<file path="config.mk">
export PLATFORM = sky130hd
export DESIGN_NAME = mai_rd_arbiter_flat
export DESIGN_NICKNAME = d
export VERILOG_FILES = /design/src/rtl/mai_rd_arbiter_if.sv /design/src/rtl/mai_rd_arbiter.sv /design/src/flat_wrapper.sv
export SDC_FILE = /design/constraint.sdc
export NUM_CORES = 1
export LEC_CHECK = 0
export CORE_MARGIN = 3
export CORE_UTILIZATION = 41
export DETAILED_ROUTE_END_ITERATION = 8
export HOLD_SLACK_MARGIN = 0.15
export PLACE_DENSITY = 0.86
export SLEW_MARGIN = 20
export SYNTH_ARGS = -nofsm -noshare
export SYNTH_HDL_FRONTEND = slang
export SYNTH_SLANG_ARGS = --single-unit
</file>
<file path="constraint.sdc">
create_clock -name clk -period 12.9 [get_ports clk]
set_input_delay 2.58 -clock clk [delete_from_list [all_inputs] [get_ports clk]]
set_output_delay 2.58 -clock clk [all_outputs]
set_load 0.02 [all_outputs]
</file>
<file path="src/rtl/mai_rd_arbiter_if.sv">
// Read-path bundle between NM client masters, the arbiter and the downstream memory port.
// The arbiter uses the slave view; the surrounding clients and memory use the master view.
interface mai_rd_arbiter_if #(
    parameter int unsigned NM = 3,
    parameter int unsigned AW = 32,
    parameter int unsigned DW = 32,
    parameter int unsigned TW = 4,
    parameter int unsigned LW = 2,
    parameter int unsigned QW = 4
);
    localparam int unsigned IW = (NM > 1) ? $clog2(NM) : 1;

    // master-side request channel
    logic [NM-1:0]    m_valid_rd;
    logic [NM*AW-1:0] m_addr_rd;
    logic [NM*TW-1:0] m_tag_rd;
    logic [NM*LW-1:0] m_len_rd;
    logic [NM*QW-1:0] m_qos_rd;
    logic [NM-1:0]    m_ready_rd;

    // master-side response channel
    logic [NM-1:0]    m_valid_rsp;
    logic [TW-1:0]    m_tag_rsp;
    logic [DW-1:0]    m_data_rsp;
    logic [1:0]       m_status_rsp;
    logic             m_eod;
    logic [NM-1:0]    m_ready_rsp;

    // downstream request channel
    logic             s_valid_rd;
    logic [AW-1:0]    s_addr_rd;
    logic [IW+TW-1:0] s_tag_rd;
    logic [LW-1:0]    s_len_rd;
    logic [QW-1:0]    s_qos_rd;
    logic             s_ready_rd;

    // downstream response channel
    logic             s_valid_rsp;
    logic [IW+TW-1:0] s_tag_rsp;
    logic [DW-1:0]    s_data_rsp;
    logic [1:0]       s_status_rsp;
    logic             s_eod;
    logic             s_ready_rsp;

    modport slave (
        input  m_valid_rd, m_addr_rd, m_tag_rd, m_len_rd, m_qos_rd, m_ready_rsp,
               s_ready_rd, s_valid_rsp, s_tag_rsp, s_data_rsp, s_status_rsp, s_eod,
        output m_ready_rd, m_valid_rsp, m_tag_rsp, m_data_rsp, m_status_rsp, m_eod,
               s_valid_rd, s_addr_rd, s_tag_rd, s_len_rd, s_qos_rd, s_ready_rsp
    );

    modport master (
        output m_valid_rd, m_addr_rd, m_tag_rd, m_len_rd, m_qos_rd, m_ready_rsp,
               s_ready_rd, s_valid_rsp, s_tag_rsp, s_data_rsp, s_status_rsp, s_eod,
        input  m_ready_rd, m_valid_rsp, m_tag_rsp, m_data_rsp, m_status_rsp, m_eod,
               s_valid_rd, s_addr_rd, s_tag_rd, s_len_rd, s_qos_rd, s_ready_rsp
    );
endinterface

</file>
<file path="src/rtl/mai_rd_arbiter.sv">
// N-master read arbiter: QoS priority with round-robin tie-break and starvation aging,
// one-entry downstream request register, index-tagged combinational response steering.
module mai_rd_arbiter #(
    parameter int unsigned NM  = 3,
    parameter int unsigned AW  = 32,
    parameter int unsigned DW  = 32,
    parameter int unsigned TW  = 4,
    parameter int unsigned LW  = 2,
    parameter int unsigned QW  = 4,
    parameter int unsigned AGE = 15
) (
    input  logic              clk,
    input  logic              resetn,
    mai_rd_arbiter_if.slave   bus,
    output logic              err_bad_idx
);
    localparam int unsigned IW = (NM > 1) ? $clog2(NM) : 1;
    localparam int unsigned GW = $clog2(AGE + 1);
    localparam logic [QW-1:0] QOS_MAX = '1;
    localparam logic [GW-1:0] AGE_MAX = GW'(AGE);

    logic [IW-1:0] rr_ptr;
    logic [GW-1:0] age [NM];

    logic          load_c;
    logic          any_c;
    logic          grant_c;
    logic [IW-1:0] win_idx;
    logic [QW-1:0] best_q;
    logic [IW-1:0] idx_c;
    logic          idx_ok_c;

    assign load_c  = !bus.s_valid_rd || bus.s_ready_rd;
    assign grant_c = resetn && load_c && any_c;

    // Scan from rr_ptr+1 with wrap; strict '>' keeps the first master found among equal QoS.
    always_comb begin : arb_search
        int            j;
        logic [IW-1:0] jj;
        logic [QW-1:0] eff;
        j       = 0;
        jj      = '0;
        eff     = '0;
        win_idx = rr_ptr;
        best_q  = '0;
        any_c   = 1'b0;
        for (int k = 1; k <= int'(NM); k++) begin
            j = int'(rr_ptr) + k;
            if (j >= int'(NM)) j = j - int'(NM);
            jj  = IW'(j);
            eff = (age[jj] == AGE_MAX) ? QOS_MAX : bus.m_qos_rd[jj*QW +: QW];
            if (bus.m_valid_rd[jj] && (!any_c || (eff > best_q))) begin
                any_c   = 1'b1;
                best_q  = eff;
                win_idx = jj;
            end
        end
    end

    always_comb begin : grant_decode
        bus.m_ready_rd = '0;
        if (grant_c) bus.m_ready_rd[win_idx] = 1'b1;
    end

    // Request register: load on grant, otherwise empty out once the downstream has taken it.
    always_ff @(posedge clk or negedge resetn) begin
        if (!resetn) begin
            bus.s_valid_rd <= 1'b0;
            bus.s_addr_rd  <= '0;
            bus.s_tag_rd   <= '0;
            bus.s_len_rd   <= '0;
            bus.s_qos_rd   <= '0;
            rr_ptr         <= IW'(NM - 1);
        end else if (grant_c) begin
            bus.s_valid_rd <= 1'b1;
            bus.s_addr_rd  <= bus.m_addr_rd[win_idx*AW +: AW];
            bus.s_tag_rd   <= {win_idx, bus.m_tag_rd[win_idx*TW +: TW]};
            bus.s_len_rd   <= bus.m_len_rd[win_idx*LW +: LW];
            bus.s_qos_rd   <= bus.m_qos_rd[win_idx*QW +: QW];
            rr_ptr         <= win_idx;
        end else if (load_c) begin
            bus.s_valid_rd <= 1'b0;
        end
    end

    // Per-master wait counters, saturating at AGE.
    always_ff @(posedge clk or negedge resetn) begin
        if (!resetn) begin
            for (int i = 0; i < int'(NM); i++) age[i] <= '0;
        end else begin
            for (int i = 0; i < int'(NM); i++) begin
                if (!bus.m_valid_rd[i] || bus.m_ready_rd[i]) age[i] <= '0;
                else if (age[i] != AGE_MAX)                  age[i] <= age[i] + 1'b1;
            end
        end
    end

    assign idx_c    = bus.s_tag_rsp[IW+TW-1:TW];
    assign idx_ok_c = ({1'b0, idx_c} < (IW+1)'(NM));

    // Response steering; beats carrying an out-of-range index are swallowed.
    always_comb begin : rsp_route
        bus.m_valid_rsp = '0;
        bus.s_ready_rsp = 1'b1;
        if (idx_ok_c) begin
            bus.m_valid_rsp[idx_c] = bus.s_valid_rsp && resetn;
            bus.s_ready_rsp        = bus.m_ready_rsp[idx_c];
        end
    end

    assign bus.m_tag_rsp    = bus.s_tag_rsp[TW-1:0];
    assign bus.m_data_rsp   = bus.s_data_rsp;
    assign bus.m_status_rsp = bus.s_status_rsp;
    assign bus.m_eod        = bus.s_eod;

    always_ff @(posedge clk or negedge resetn) begin
        if (!resetn)                            err_bad_idx <= 1'b0;
        else if (bus.s_valid_rsp && !idx_ok_c)  err_bad_idx <= 1'b1;
    end
endmodule

</file>
<file path="src/flat_wrapper.sv">
// flat-port wrapper written by rule: the top's interface ports become plain ports
module mai_rd_arbiter_flat 
#(
    parameter int unsigned NM  = 3,
    parameter int unsigned AW  = 32,
    parameter int unsigned DW  = 32,
    parameter int unsigned TW  = 4,
    parameter int unsigned LW  = 2,
    parameter int unsigned QW  = 4,
    parameter int unsigned AGE = 15
)
  (clk, resetn, err_bad_idx, bus_m_valid_rd, bus_m_addr_rd, bus_m_tag_rd, bus_m_len_rd, bus_m_qos_rd, bus_m_ready_rsp, bus_s_ready_rd, bus_s_valid_rsp, bus_s_tag_rsp, bus_s_data_rsp, bus_s_status_rsp, bus_s_eod, bus_m_ready_rd, bus_m_valid_rsp, bus_m_tag_rsp, bus_m_data_rsp, bus_m_status_rsp, bus_m_eod, bus_s_valid_rd, bus_s_addr_rd, bus_s_tag_rd, bus_s_len_rd, bus_s_qos_rd, bus_s_ready_rsp);
  mai_rd_arbiter_if #(.NM(NM), .AW(AW), .DW(DW), .TW(TW), .LW(LW), .QW(QW)) bus_i ();
  input  logic clk;
  input  logic resetn;
  output logic err_bad_idx;
  input wire logic [$bits(bus_i.m_valid_rd)-1:0] bus_m_valid_rd;
  input wire logic [$bits(bus_i.m_addr_rd)-1:0] bus_m_addr_rd;
  input wire logic [$bits(bus_i.m_tag_rd)-1:0] bus_m_tag_rd;
  input wire logic [$bits(bus_i.m_len_rd)-1:0] bus_m_len_rd;
  input wire logic [$bits(bus_i.m_qos_rd)-1:0] bus_m_qos_rd;
  input wire logic [$bits(bus_i.m_ready_rsp)-1:0] bus_m_ready_rsp;
  input wire logic [$bits(bus_i.s_ready_rd)-1:0] bus_s_ready_rd;
  input wire logic [$bits(bus_i.s_valid_rsp)-1:0] bus_s_valid_rsp;
  input wire logic [$bits(bus_i.s_tag_rsp)-1:0] bus_s_tag_rsp;
  input wire logic [$bits(bus_i.s_data_rsp)-1:0] bus_s_data_rsp;
  input wire logic [$bits(bus_i.s_status_rsp)-1:0] bus_s_status_rsp;
  input wire logic [$bits(bus_i.s_eod)-1:0] bus_s_eod;
  output wire logic [$bits(bus_i.m_ready_rd)-1:0] bus_m_ready_rd;
  output wire logic [$bits(bus_i.m_valid_rsp)-1:0] bus_m_valid_rsp;
  output wire logic [$bits(bus_i.m_tag_rsp)-1:0] bus_m_tag_rsp;
  output wire logic [$bits(bus_i.m_data_rsp)-1:0] bus_m_data_rsp;
  output wire logic [$bits(bus_i.m_status_rsp)-1:0] bus_m_status_rsp;
  output wire logic [$bits(bus_i.m_eod)-1:0] bus_m_eod;
  output wire logic [$bits(bus_i.s_valid_rd)-1:0] bus_s_valid_rd;
  output wire logic [$bits(bus_i.s_addr_rd)-1:0] bus_s_addr_rd;
  output wire logic [$bits(bus_i.s_tag_rd)-1:0] bus_s_tag_rd;
  output wire logic [$bits(bus_i.s_len_rd)-1:0] bus_s_len_rd;
  output wire logic [$bits(bus_i.s_qos_rd)-1:0] bus_s_qos_rd;
  output wire logic [$bits(bus_i.s_ready_rsp)-1:0] bus_s_ready_rsp;
  assign bus_i.m_valid_rd = bus_m_valid_rd;
  assign bus_i.m_addr_rd = bus_m_addr_rd;
  assign bus_i.m_tag_rd = bus_m_tag_rd;
  assign bus_i.m_len_rd = bus_m_len_rd;
  assign bus_i.m_qos_rd = bus_m_qos_rd;
  assign bus_i.m_ready_rsp = bus_m_ready_rsp;
  assign bus_i.s_ready_rd = bus_s_ready_rd;
  assign bus_i.s_valid_rsp = bus_s_valid_rsp;
  assign bus_i.s_tag_rsp = bus_s_tag_rsp;
  assign bus_i.s_data_rsp = bus_s_data_rsp;
  assign bus_i.s_status_rsp = bus_s_status_rsp;
  assign bus_i.s_eod = bus_s_eod;
  assign bus_m_ready_rd = bus_i.m_ready_rd;
  assign bus_m_valid_rsp = bus_i.m_valid_rsp;
  assign bus_m_tag_rsp = bus_i.m_tag_rsp;
  assign bus_m_data_rsp = bus_i.m_data_rsp;
  assign bus_m_status_rsp = bus_i.m_status_rsp;
  assign bus_m_eod = bus_i.m_eod;
  assign bus_s_valid_rd = bus_i.s_valid_rd;
  assign bus_s_addr_rd = bus_i.s_addr_rd;
  assign bus_s_tag_rd = bus_i.s_tag_rd;
  assign bus_s_len_rd = bus_i.s_len_rd;
  assign bus_s_qos_rd = bus_i.s_qos_rd;
  assign bus_s_ready_rsp = bus_i.s_ready_rsp;
  mai_rd_arbiter #(.NM(NM), .AW(AW), .DW(DW), .TW(TW), .LW(LW), .QW(QW), .AGE(AGE)) u_core (.clk(clk), .resetn(resetn), .bus(bus_i), .err_bad_idx(err_bad_idx));
endmodule
</file>
==> results.txt <==
The flow ran to the end, and the final reports show no timing, DRC or antenna violations. Counting flops and latches in the post-synthesis netlist gives 59. The final critical-path setup slack was 2460 ps; the synthesis-to-finish area growth was 44.2%. For the total of cells resized after clock tree synthesis, the log shows 0. The sequential element share of the synthesized area came out at 0.342. The area fraction of the dominant cell type after synthesis works out to 0.336. For hold timing, the worst endpoint is u_core.err_bad_idx. Averaged over all synthesized cells, the footprint is 9.68 um2. For the final database, setup skew stands at 11.0 ps.

The final count of hold timing violations was 0. The total power was 1.75 mW; the average via count per standard cell was 5.55. Detailed routing inserted a total of 4011 vias. The post-layout net count came out at 777.

The first global-routing pass estimated 20.4 mm of wire. Buffers inserted to repair hold after CTS numbered 0. In this run the critical register-to-register path is launched from u_core.rr_ptr[0]. Entering global routing, the biggest net connects 63 pins.

TritonCTS built the clock tree. The number of top-level pins is 269. Adding up every negative setup slack in the final design gives 0 ps. The peak supply drop is 190 uV, and the share of flip-flops with an asynchronous set or reset after synthesis is 1.00.

Measured in cells, the most critical reg-to-reg path has a length of 22. During synthesis, Yosys emitted a total of 0 warnings. The routability congestion estimate is 0.857. The power density normalized to cell area was 281 nW/um2; the endpoint required time on the critical path was 10320 ps. The area after detailed placement is 5980 um2. Combined global-route utilization of all metal layers: 0.219. Among all flip-flop cells after synthesis, the most frequent one is sky130_fd_sc_hd__dfrtp_1.

The core region is 10000 um2. The most common cell in the synthesized netlist was sky130_fd_sc_hd__dfrtp_1. The estimated wirelength of the detail-placed design came out at 10.0 mm.

CTS placed an instance of sky130_fd_sc_hd__clkbuf_8 at the clock tree root. Of all nets on the critical path, the largest fanout is 47. At the pin with the least slew margin, the transition time is 1060 ps. Fraction of final layout cells with drive strength greater than 1: 0.112.

The worst slew margin relative to its limit is 0.294, and the post-synthesis cell count is 446. The die is 109 um tall. The logs give 7 for the first-pass iteration count of the detailed router and 4320 um2 for the synthesized cell area.

The sequential cells in the finished layout cover a total of 1480 um2. The count of different cell masters after synthesis was 52. The tools report the initial antenna violation count as 0. The synthesized design spends more area on one cell type than any other, namely sky130_fd_sc_hd__dfrtp_1. The kind of path behind the tightest hold check was reg2reg. The worst setup path is captured at a primary output. Data arrives at the worst endpoint at 7860 ps. For the via count of the first global-routing pass, the log shows 4014. In this run the most critical hold path is launched from u_core.err_bad_idx.

The logs give 233 for the detailed router's first-iteration violation count and 894 for the count of fill cells added during filler insertion. The total count of max-transition violations in the final report was 0. Including well taps, the total number of placed cells is 707.

The logs give 6230 um2 for the design area and 0 for the number of setup buffers added after CTS. No sink is reached through more buffers than the 2 on the longest clock path. For the leakage power, the log shows 2.48 nW. The run gives 13.3 mm as the final wirelength. The worst setup path is launched from a primary input. The initialized floorplan defines 36 standard-cell rows. Across all register-to-register paths, the minimum setup slack is 6000 ps. The tools report the die footprint as 11800 um2. The tools report the source-to-sink clock delay at the later pin of the worst-skew pair as 330 ps. Setup repair after global routing left no endpoint under its margin. Across the run, the number of max-cap violations was 0. The cell depth of the worst hold path was 1; the number of input and output port buffers inserted was 190. By count the netlist is led by 58 x sky130_fd_sc_hd__dfrtp_1, 50 x sky130_fd_sc_hd__mux2i_1, 44 x sky130_fd_sc_hd__buf_4, 35 x sky130_fd_sc_hd__a22oi_1, 29 x sky130_fd_sc_hd__nand2_1.

For the smallest hold slack, the log shows 481 ps. The ratio of final minimum period to clock period is 0.809. The critical register-to-register path endpoint was u_core.bus.s_addr_rd[0]. The total clock sinks is 59, and the routed wire length per instance is 18.4 um.

The total overflow left after global routing is 0. The critical path is of the in2out type. The effective utilization at floorplan was 0.432. The highest achievable clock rate was 95.8 MHz; the number of non-filler instances in the completed layout was 723.

When the netlist entered floorplanning its net count stood at 638. The die is 109 um wide. Before CTS, the worst setup slack after placement is 2470 ps.

The tools report the final setup violation count as 0. The H-tree was split into 3 levels. For the number of CTS-inserted buffers, the log shows 9.

The number of antenna diodes in the final layout is 0. After clock tree synthesis, the clock-pin slew on the worst setup and hold paths is 80 ps. The number of design rule violations left after detail routing was 0. Yosys attributes the largest share of cell area to sky130_fd_sc_hd__dfrtp_1 34%, sky130_fd_sc_hd__mux2i_1 12%, sky130_fd_sc_hd__buf_4 7.6%. Counting flops with a built-in enable in the synthesized netlist gives 0.

The multi-input combinational cells in the finished layout cover a total of 2380 um2. The tools report the utilization after layout as 0.623. The minimum clock period after layout works out to 10440 ps.

The tools report the startpoint of the worst setup timing path as bus_m_valid_rd[2]. Once detail routing completed, the nets flagged for antenna violations numbered 0.
kinds of logic after synthesis:
kind of cell,synth area share
adder cells (fa/ha/maj),0.0435
flip-flops,0.342
AND/OR/NAND/NOR,0.0991
multiplexers,0.142
buffers and inverters,0.114
AO/OA/AOI/OAI,0.253
XOR/XNOR,0.00608
per-layer routing:
layer	GRT usage	up-vias	part of all wire
met5	0	-	0
met4	0.0739	0	0.018
met3	0.0545	28	0.079
met2	0.387	161	0.52
met1	0.259	1917	0.39
li1	-	1905	-
state kept, by name, summed over array words and instances (netlist names):
name / flops
u_core.err_bad_idx: 1
u_core.age: 12
u_core.bus.s_qos_rd: 4
u_core.bus.s_addr_rd: 32
u_core.bus.s_tag_rd: 5
u_core.bus.s_valid_rd: 1
u_core.bus.s_len_rd: 2
u_core.rr_ptr: 2
cell usage in the layout, fill, tap and decap left out, drive strengths merged, types with 2 or more instances in the layout:
master and n:
clkdlybuf4s50 189, dfrtp 58, o21ai 54, mux2i 50, a22oi 45, nand2 29
nor2 20, a21oi 16, ha 15, mux2 10, clkbuf 10, nor3b 8
inv 7, nand3 6, a31oi 6, nor3 6, a21o 6, buf 6
a221o 4, nand2b 4, a31o 3, a211oi 3, nor2b 3, bufinv 3
nand4 2, and2 2, o21a 2, and3 2, o211ai 2, xnor2 2
where the power goes:
group | total, mW | internal, mW | switching (mW) | leakage [nW]
combinational | 1.20 | 0.534 | 0.669 | 1.62
clock | 0.212 | 0.134 | 0.0781 | 0.123
sequential | 0.332 | 0.272 | 0.0598 | 0.738
area by class of cell:
class | count | share of cell area
Multi-Input combinational cell | 314 | 0.382
Timing Repair Buffer | 195 | 0.311
Sequential cell | 59 | 0.237
Tap cell | 133 | 0.0267
Clock buffer | 10 | 0.0221
Clock inverter | 6 | 0.0179
Inverter | 6 | 0.00362
critical path, cell delays in order:
cell and delay, ps:
sky130_fd_sc_hd__clkdlybuf4s50_1 560, sky130_fd_sc_hd__mux2_2 360, sky130_fd_sc_hd__a21oi_2 370, sky130_fd_sc_hd__a31oi_1 120
sky130_fd_sc_hd__inv_1 90, sky130_fd_sc_hd__ha_1 240, sky130_fd_sc_hd__a211oi_1 230, sky130_fd_sc_hd__o21ai_0 190
sky130_fd_sc_hd__a21o_1 220, sky130_fd_sc_hd__nand2_1 190, sky130_fd_sc_hd__nor2_1 70, sky130_fd_sc_hd__a21o_1 160
sky130_fd_sc_hd__ha_1 280, sky130_fd_sc_hd__nor2b_1 130, sky130_fd_sc_hd__o21ai_0 130, sky130_fd_sc_hd__a32oi_1 140
sky130_fd_sc_hd__o21a_1 280, sky130_fd_sc_hd__o311ai_4 280, sky130_fd_sc_hd__buf_4 510, sky130_fd_sc_hd__nor2_1 110
sky130_fd_sc_hd__clkdlybuf4s50_1 570
worst max path at each step:
stage	end	slack [ps]
3_3_place_gp	bus_m_ready_rd[1]	2610
3_5_place_dp	bus_m_ready_rd[1]	2470
5_1_grt	bus_m_ready_rd[1]	2110
2_1_floorplan	bus_m_ready_rd[0]	4200
4_1_cts	bus_m_ready_rd[1]	2440
6_report	bus_m_ready_rd[0]	2460
(Power assumes the default switching activity.)
